===== config.mk =====
export PLATFORM = sky130hd
export DESIGN_NAME = mul_seq_16
export DESIGN_NICKNAME = d
export VERILOG_FILES = /design/src/rtl/mul_seq_16.sv
export SDC_FILE = /design/constraint.sdc
export NUM_CORES = 1
export LEC_CHECK = 0
export ABC_AREA = 0
export CAP_MARGIN = 10
export CORE_MARGIN = 5
export CORE_UTILIZATION = 54
export CTS_BUF_LIST = sky130_fd_sc_hd__clkbuf_8
export DETAILED_ROUTE_END_ITERATION = 10
export GPL_TIMING_DRIVEN = 0
export PLACE_DENSITY = 0.88
export SYNTH_ARGS = -nofsm -noshare
export SYNTH_HDL_FRONTEND = slang
export SYNTH_SLANG_ARGS = --single-unit

===== constraint.sdc =====
create_clock -name clk -period 9 [get_ports clk]
set_clock_uncertainty 0.1 [all_clocks]
set_input_delay 1.8 -clock clk [delete_from_list [all_inputs] [get_ports clk]]
set_output_delay 1.8 -clock clk [all_outputs]
set_load 0.01 [all_outputs]

===== src/rtl/mul_seq_16.sv =====
// ---------------------------------------------------------------------------
// mul_seq_16 -- 16 x 16 unsigned sequential shift-add multiplier
//
// One 16-bit ripple adder is shared by all sixteen iterations. The partial
// product lives in {ph, pl}. pl starts out holding the multiplier and is
// shifted out bit by bit while the product bits shift in behind it.
//
// Ports:
//   clk     in   1   single clock, rising-edge active
//   rst     in   1   asynchronous active-high reset
//   start   in   1   request pulse, sampled on the rising edge of clk
//   mcand   in  16   unsigned multiplicand, sampled with start
//   mplier  in  16   unsigned multiplier, sampled with start
//   busy    out  1   high while iterating (state RUN)
//   done    out  1   one-cycle completion strobe (state DONE)
//   prod    out 32   registered unsigned product
//
// Optional feature:
//   MUL_EARLY_EXIT_EN  When defined, a start with a zero operand loads
//                      prod = 0 and goes straight to DONE. busy never rises
//                      for that request.
// ---------------------------------------------------------------------------
module mul_seq_16 (
    input  logic        clk,
    input  logic        rst,
    input  logic        start,
    input  logic [15:0] mcand,
    input  logic [15:0] mplier,
    output logic        busy,
    output logic        done,
    output logic [31:0] prod
);

    typedef enum logic [1:0] {
        IDLE = 2'd0,
        RUN  = 2'd1,
        DONE = 2'd2
    } state_t;

    state_t      state;
    state_t      state_next;

    logic [15:0] a;
    logic [15:0] ph;
    logic [15:0] pl;
    logic [3:0]  cnt;

    logic [15:0] addend;
    logic [16:0] add_res;
    logic        zero_op;
    logic        load_op;
    logic        step;
    logic        finish;

    // The single shared ripple adder. Locals are used so the carry chain
    // stays inside the function rather than forming a self-referencing
    // vector at module level.
    function automatic logic [16:0] ripple_add16(
        input logic [15:0] x,
        input logic [15:0] y,
        input logic        cin
    );
        logic [15:0] s;
        logic        c;
        c = cin;
        s = '0;
        for (int i = 0; i < 16; i++) begin
            s[i] = x[i] ^ y[i] ^ c;
            c    = (x[i] & y[i]) | (c & (x[i] ^ y[i]));
        end
        return {c, s};
    endfunction

    // Add the multiplicand into the high half only when the current
    // multiplier bit is set. The carry-out becomes the new top product bit,
    // so nothing is truncated.
    always_comb begin
        addend  = pl[0] ? a : 16'h0000;
        add_res = ripple_add16(ph, addend, 1'b0);
    end

    // Zero-operand detection only matters when the fast path is built in.
    // Otherwise zero operands simply run the full sixteen iterations.
    always_comb begin
`ifdef MUL_EARLY_EXIT_EN
        zero_op = (mcand == 16'h0000) || (mplier == 16'h0000);
`else
        zero_op = 1'b0;
`endif
    end

    // State register.
    always_ff @(posedge clk or posedge rst) begin
        if (rst) begin
            state <= IDLE;
        end else begin
            state <= state_next;
        end
    end

    // Next-state logic and control strobes.
    // A start request is honoured in IDLE and also in DONE, which allows
    // back-to-back operation. A start request in RUN is ignored.
    always_comb begin
        state_next = state;
        load_op    = 1'b0;
        step       = 1'b0;
        finish     = 1'b0;
        busy       = 1'b0;
        done       = 1'b0;
        unique case (state)
            IDLE: begin
                if (start) begin
                    load_op    = 1'b1;
                    state_next = zero_op ? DONE : RUN;
                end
            end
            RUN: begin
                busy = 1'b1;
                step = 1'b1;
                if (cnt == 4'd15) begin
                    finish     = 1'b1;
                    state_next = DONE;
                end
            end
            DONE: begin
                done = 1'b1;
                if (start) begin
                    load_op    = 1'b1;
                    state_next = zero_op ? DONE : RUN;
                end else begin
                    state_next = IDLE;
                end
            end
            default: begin
                state_next = IDLE;
            end
        endcase
    end

    // Datapath registers.
    // Each iteration shifts {carry, sum, pl[15:1]} into {ph, pl}.
    // prod is written only on the final iteration (or on a fast-path zero
    // request), so the previous result stays visible while the next
    // operation runs.
    always_ff @(posedge clk or posedge rst) begin
        if (rst) begin
            a    <= 16'h0000;
            ph   <= 16'h0000;
            pl   <= 16'h0000;
            cnt  <= 4'd0;
            prod <= 32'h0000_0000;
        end else begin
            if (load_op) begin
                a   <= mcand;
                ph  <= 16'h0000;
                pl  <= mplier;
                cnt <= 4'd0;
            end else if (step) begin
                {ph, pl} <= {add_res, pl[15:1]};
                cnt      <= cnt + 4'd1;
            end

            if (finish) begin
                prod <= {add_res, pl[15:1]};
            end else if (load_op && zero_op) begin
                prod <= 32'h0000_0000;
            end
        end
    end

endmodule


## After elaboration in Yosys (flattened, before gate mapping)

Cells that the tools add are included.

| cells by class | value |
|---|---|
| $add $sub $neg | 1 |
| eq/ne operators | 5 |
| muxes and demuxes | 17 |
| bitwise logic cells | 77 |
| reduce and logical (&&, ||, !) cells | 4 |

Operator list:

| cell | count |
|---|---|
| 16-bit two-way mux | 5 |
| 1-bit AND | 31 |
| 1-bit bitwise XOR | 31 |
| 1-bit bitwise OR | 15 |
| 4-bit two-way mux | 2 |
| 1-bit two-way mux | 7 |
| 2-bit one-hot mux with 3 select lines | 1 |
| 4-bit by 1-bit adder with 4-bit output (second input constant) | 1 |
| 4-bit equality test (second input constant) | 1 |
| 2-bit two-way mux | 2 |
| 2-bit != test (second input constant) | 2 |
| 2-bit by 1-bit equality test with 1-bit output (second input constant) | 1 |
| 2-bit equality test (second input constant) | 1 |
| 2-bit logical NOT | 1 |
| 2-bit AND reduction | 1 |
| 2-bit nonzero test | 1 |
| 2-bit OR reduction | 1 |

| storage, ports and cells | value |
|---|---|
| flip-flop bits (word level) | 86 |
| input bits | 35 |
| output and inout bits | 34 |
| word-level logic and storage cells | 110 |

## Longest topological paths before layout

| depth | value |
|---|---|
| depth in word-level cells | 34 |
| depth in mapped cells | 20 |
| gate-level depth less buffers | 19 |

## Worst setup path before layout

No wires, ideal clock.

| path | value |
|---|---|
| path type | flip-flop to flip-flop |
| start point | reg pl[0] |
| end point | reg prod[30] |
| setup time | 130 ps |
| data arrival time | 6811 ps |
| data required time | 8770 ps |
| path slack | 1959 ps |
| cell stages (with the launch flop) | 20 |
| buffers on the path | 2 |
| clock period less this slack | 7041 ps |
| cells stage by stage | dfrtp_1 clkbuf_1 clkbuf_1 nand2_1 fa_1 fa_1 fa_1 fa_1 fa_1 fa_1 fa_1 fa_1 fa_1 fa_1 fa_1 fa_1 fa_1 fa_1 fa_1 o21ai_0 |

| on the way | value |
|---|---|
| word-level cells in the longest chain between the ends | 31 |
| elaborated cells on any way between the ends | 60 |
| classes of those cells | mux (1); bitwise (59) |

Ends and longest elaborated chain:

| item | RTL line | text |
|---|---|---|
| start: declaration | 45 | `logic [15:0] pl;` |
| start signal: assignment | 157 | `pl <= mplier;` |
| start signal: assignment | 160 | `{ph, pl} <= {add_res, pl[15:1]};` |
| 16-bit two-way mux * | 78 | `addend = pl[0] ? a : 16'h0000;` |
| 1-bit AND or 1-bit bitwise XOR (tied branches) | 69 | `c = (x[i] & y[i]) \| (c & (x[i] ^ y[i]));` |
| 1-bit AND | 69 |  |
| 1-bit bitwise OR | 69 |  |
| 1-bit AND | 69 |  |
| 1-bit bitwise OR | 69 |  |
| 1-bit AND | 69 |  |
| 1-bit bitwise OR | 69 |  |
| (+15 left out) | -- |  |
| 1-bit bitwise OR | 69 |  |
| 1-bit AND | 69 |  |
| 1-bit bitwise OR | 69 |  |
| 1-bit AND | 69 |  |
| 1-bit bitwise OR | 69 |  |
| 1-bit AND | 69 |  |
| 1-bit bitwise OR | 69 |  |
| 1-bit bitwise XOR * | 68 | `s[i] = x[i] ^ y[i] ^ c;` |
| end signal: assignment | 165 | `prod <= {add_res, pl[15:1]};` |
| end: declaration | 31 | `output logic [31:0] prod` |

Mark *: on every way between the ends. The rest lies on a longest branch, timed or not.
A chain may end at the register's enable or synchronous reset.

## Final worst setup path

Same ends and word-level chain as after synthesis.

==> results.yml <==
yosys:
  ys_seq_area_share_pct: 56.2
  synth_warnings: 0
  synth_area_per_cell_um2: 11.3
  synth-compound-area-share_pct: 11.5
  ys_async_sr_fraction_pct: 100
  synth-edff-count: 0
  synthMuxAreaShare_pct: 6.24
  synth-seq-cells: 86
  synthAdderAreaFrac_pct: 8.50
  syn_nets: 392
  synth-xor-area-share_pct: 0
  syn_area_um2: 3830
  postSynthCellCount: 340
  synthSimpleGateAreaFrac_pct: 12.4
  synth_top_family_by_area: "simple AND/OR/NAND/NOR gates"
  yosysUniqueCellTypes: 25
  ys.flop_type: "dfrtp_1"
clocking:
  h-tree-depth: 3
  numCtsBuffers: 9
  insertion_delay_ns: 0.35
  postCtsSetupRepairBufs: 0
  ctsResizeCount: 0
  path_clk_slew_ns: 0.09
  root_buffer: "clkbuf_8"
  clkSinkCount: 86
  hold_buffers: 0
  tritoncts: "built"
  max-clock-path-buffers: 2
min_path:
  hold-path-cell-count: 2
  hold_class: "reg2reg"
die:
  fp-row-count: 30
  initial_core_util_pct: 56.0
  die_area_um2: 8870
  die_height_um: 94.2
  die_x_um: 94.2
  core_um2: 6830
  io_pins: 69
cells_and_area:
  synthToLayoutAreaGrowth_pct: 26.7
  finalNetCount: 472
  seq_area_um2: 2150
  final_util_pct: 71.0
  drive_gt1_share_pct: 10.6
  final_cell_mix: "dfrtp_1 (86), nand2_1 (82), clkdlybuf4s50_1 (68)"
  num_antenna_cells: 0
  nFillCells: 477
  layout_commonest_cell: "dfrtp_1"
  multi_input_area_um2: 1480
setup_path:
  crit_path_end: "prod[30]"
  slowest_delay_ns: 0.53
  r2r_end: "prod[30]"
  crit_fanout: 10
  crit_family: "adder cells"
  worst-setup-path-type: "reg2reg"
  worst-path-buf-inv: 2
  worst_path_most_repeated_cell: "fa_1"
  cp-end-kind: "flip-flop"
  crit_slowest_cell: "fa_1"
  cp.arrival_ns: 7.90
  worstReg2RegStart: "pl[0]"
  r2r_cells: 19
  path_cells: "clkbuf_1 -> clkbuf_1 -> nand2_1 -> fa_1 -> fa_1 -> fa_1 -> fa_1 -> fa_1 -> fa_1 -> fa_1 -> fa_1 -> fa_1 -> fa_1 -> fa_1 -> fa_1 -> fa_1 -> fa_1 -> fa_1 -> o21ai_0"
  worstSetupStartpointType: "flip-flop"
  cp_num_cells: 19
  required_ns: 9.12
  cp-startpoint: "pl[0]"
  r2r_slack_ns: 1.23
place:
  place_congestion: 0.814
  dp_hpwl_um: 6180
  port_buffers: 68
detailed_routing:
  drtPass1Iterations: 4
  drc_errors: 0
  wl_per_cell_um: 16.9
  routed_wl_um: 8780
  first_iter_violations: 158
  ant_nets: 0
  num_vias: 2839
  via_per_inst: 5.45
sta:
  slew_viol_final: 0
  hold_violations: 0
  period_needed_ns: 7.77
  worst_pin_slew_ns: 0.547
  slew_headroom_pct: 63.5
  post-route-period-util_pct: 86.4
  report.final.setup_viol: 0
  max_freq_mhz: 129
  rsz0062_at_grt: "false"
  finalSetupTns_ns: 0
grt:
  grt_pass1_vias: 3104
  antenna_found_initial: 0
  grt_max_degree: 50
  grt_usage_pct: 21.9
  grt_pass1_wl_um: 15100
  grt_overflow: 0
power:
  peakVddDrop_uv: 168
  p_leak_nw: 2.17
  powerDensity_nw_per_um2: 359
run_status:
  status: "completed"
job:
  maxCapViolations: 0
==> sequential cells by signal, indices dropped and copies added, names as in the netlist <==
signal and flops:
prod 32, a 16, ph 16, pl 16
cnt 4, state 2
==> report_power, final <==
group          leakage (nW)  total, mW  internal, mW  switching, mW
Sequential             1.05      0.695         0.576          0.119
Combinational          1.02      0.780         0.375          0.405
Clock                0.0982      0.265         0.127          0.139
Total                  2.17       1.74          1.08          0.663
==> worst min path at each step <==
stage | to | slack [ns] | from
after floorplan | a[0] | 0.34 | a[0]
after global placement | a[11] | 0.36 | a[11]
after detailed placement | a[6] | 0.36 | a[6]
after CTS | a[6] | 0.38 | a[6]
after global routing | a[9] | 0.40 | a[9]
final | a[6] | 0.38 | a[6]
==> cell families after synthesis <==
logic type | after synthesis
and+or+nand+nor | 110
DFF | 86
AOI/OAI and AO/OA | 67
buffers and inverters | 43
muxes | 17
adders and majority gates | 17
==> synthesized netlist by cell type, types with 2 or more instances <==
cell	instances	share of area [%]
dfrtp_1	86	56
clkbuf_1	15	1.5
nand2b_1	2	0.33
nor2b_1	2	0.33
a22oi_1	16	3.1
nand2_1	82	8.0
mux2_4	13	5.1
o2bb2ai_1	16	3.7
buf_6	4	1.2
ha_1	2	0.65
buf_2	5	0.65
mux2_2	3	0.88
inv_1	18	1.8
o21ai_0	34	4.4
fa_1	15	7.8
nand3_1	18	2.4
==> cell type report <==
class / instances / share of cell area (%)
clock buffers: 9 / 2.55
multi-input cells: 211 / 30.4
repair buffers: 69 / 14.6
inverters: 19 / 1.57
clock inverters: 7 / 1.37
well taps: 96 / 2.48
flip-flops and latches: 86 / 44.4
plain buffers: 24 / 2.61
==> worst min-delay path, stage by stage, from the launching register on <==
cell and delay [ns]:
dfrtp_1 0.35, nand2_1 0.05, nand2_1 0.06
==> routing by layer <==
layer	up-vias	share of wire (%)	GRT usage (%)	wire, um
li1	1297	-	-	-
met1	1432	41	28.3	3620
met2	91	51	36.0	4510
met3	19	5.3	4.97	463
met4	0	2.0	8.06	180
met5	-	0	0	0
==> through the flow <==
step / power, mW / instance area [um2] / setup WS (ns) / cells / hold slack (ns)
2_1_floorplan: 1.15 / 3830 / 1.96 / 340 / 0.338
3_3_place_gp: 1.42 / 4630 / 1.37 / 504 / 0.360
3_5_place_dp: 1.48 / 4660 / 1.32 / 505 / 0.362
4_1_cts: 1.75 / 4850 / 1.25 / 521 / 0.384
5_1_grt: 1.88 / 4850 / 0.894 / 521 / 0.396
6_report: 1.74 / 4850 / 1.23 / 521 / 0.380
Power figures use the tool's default switching activity.
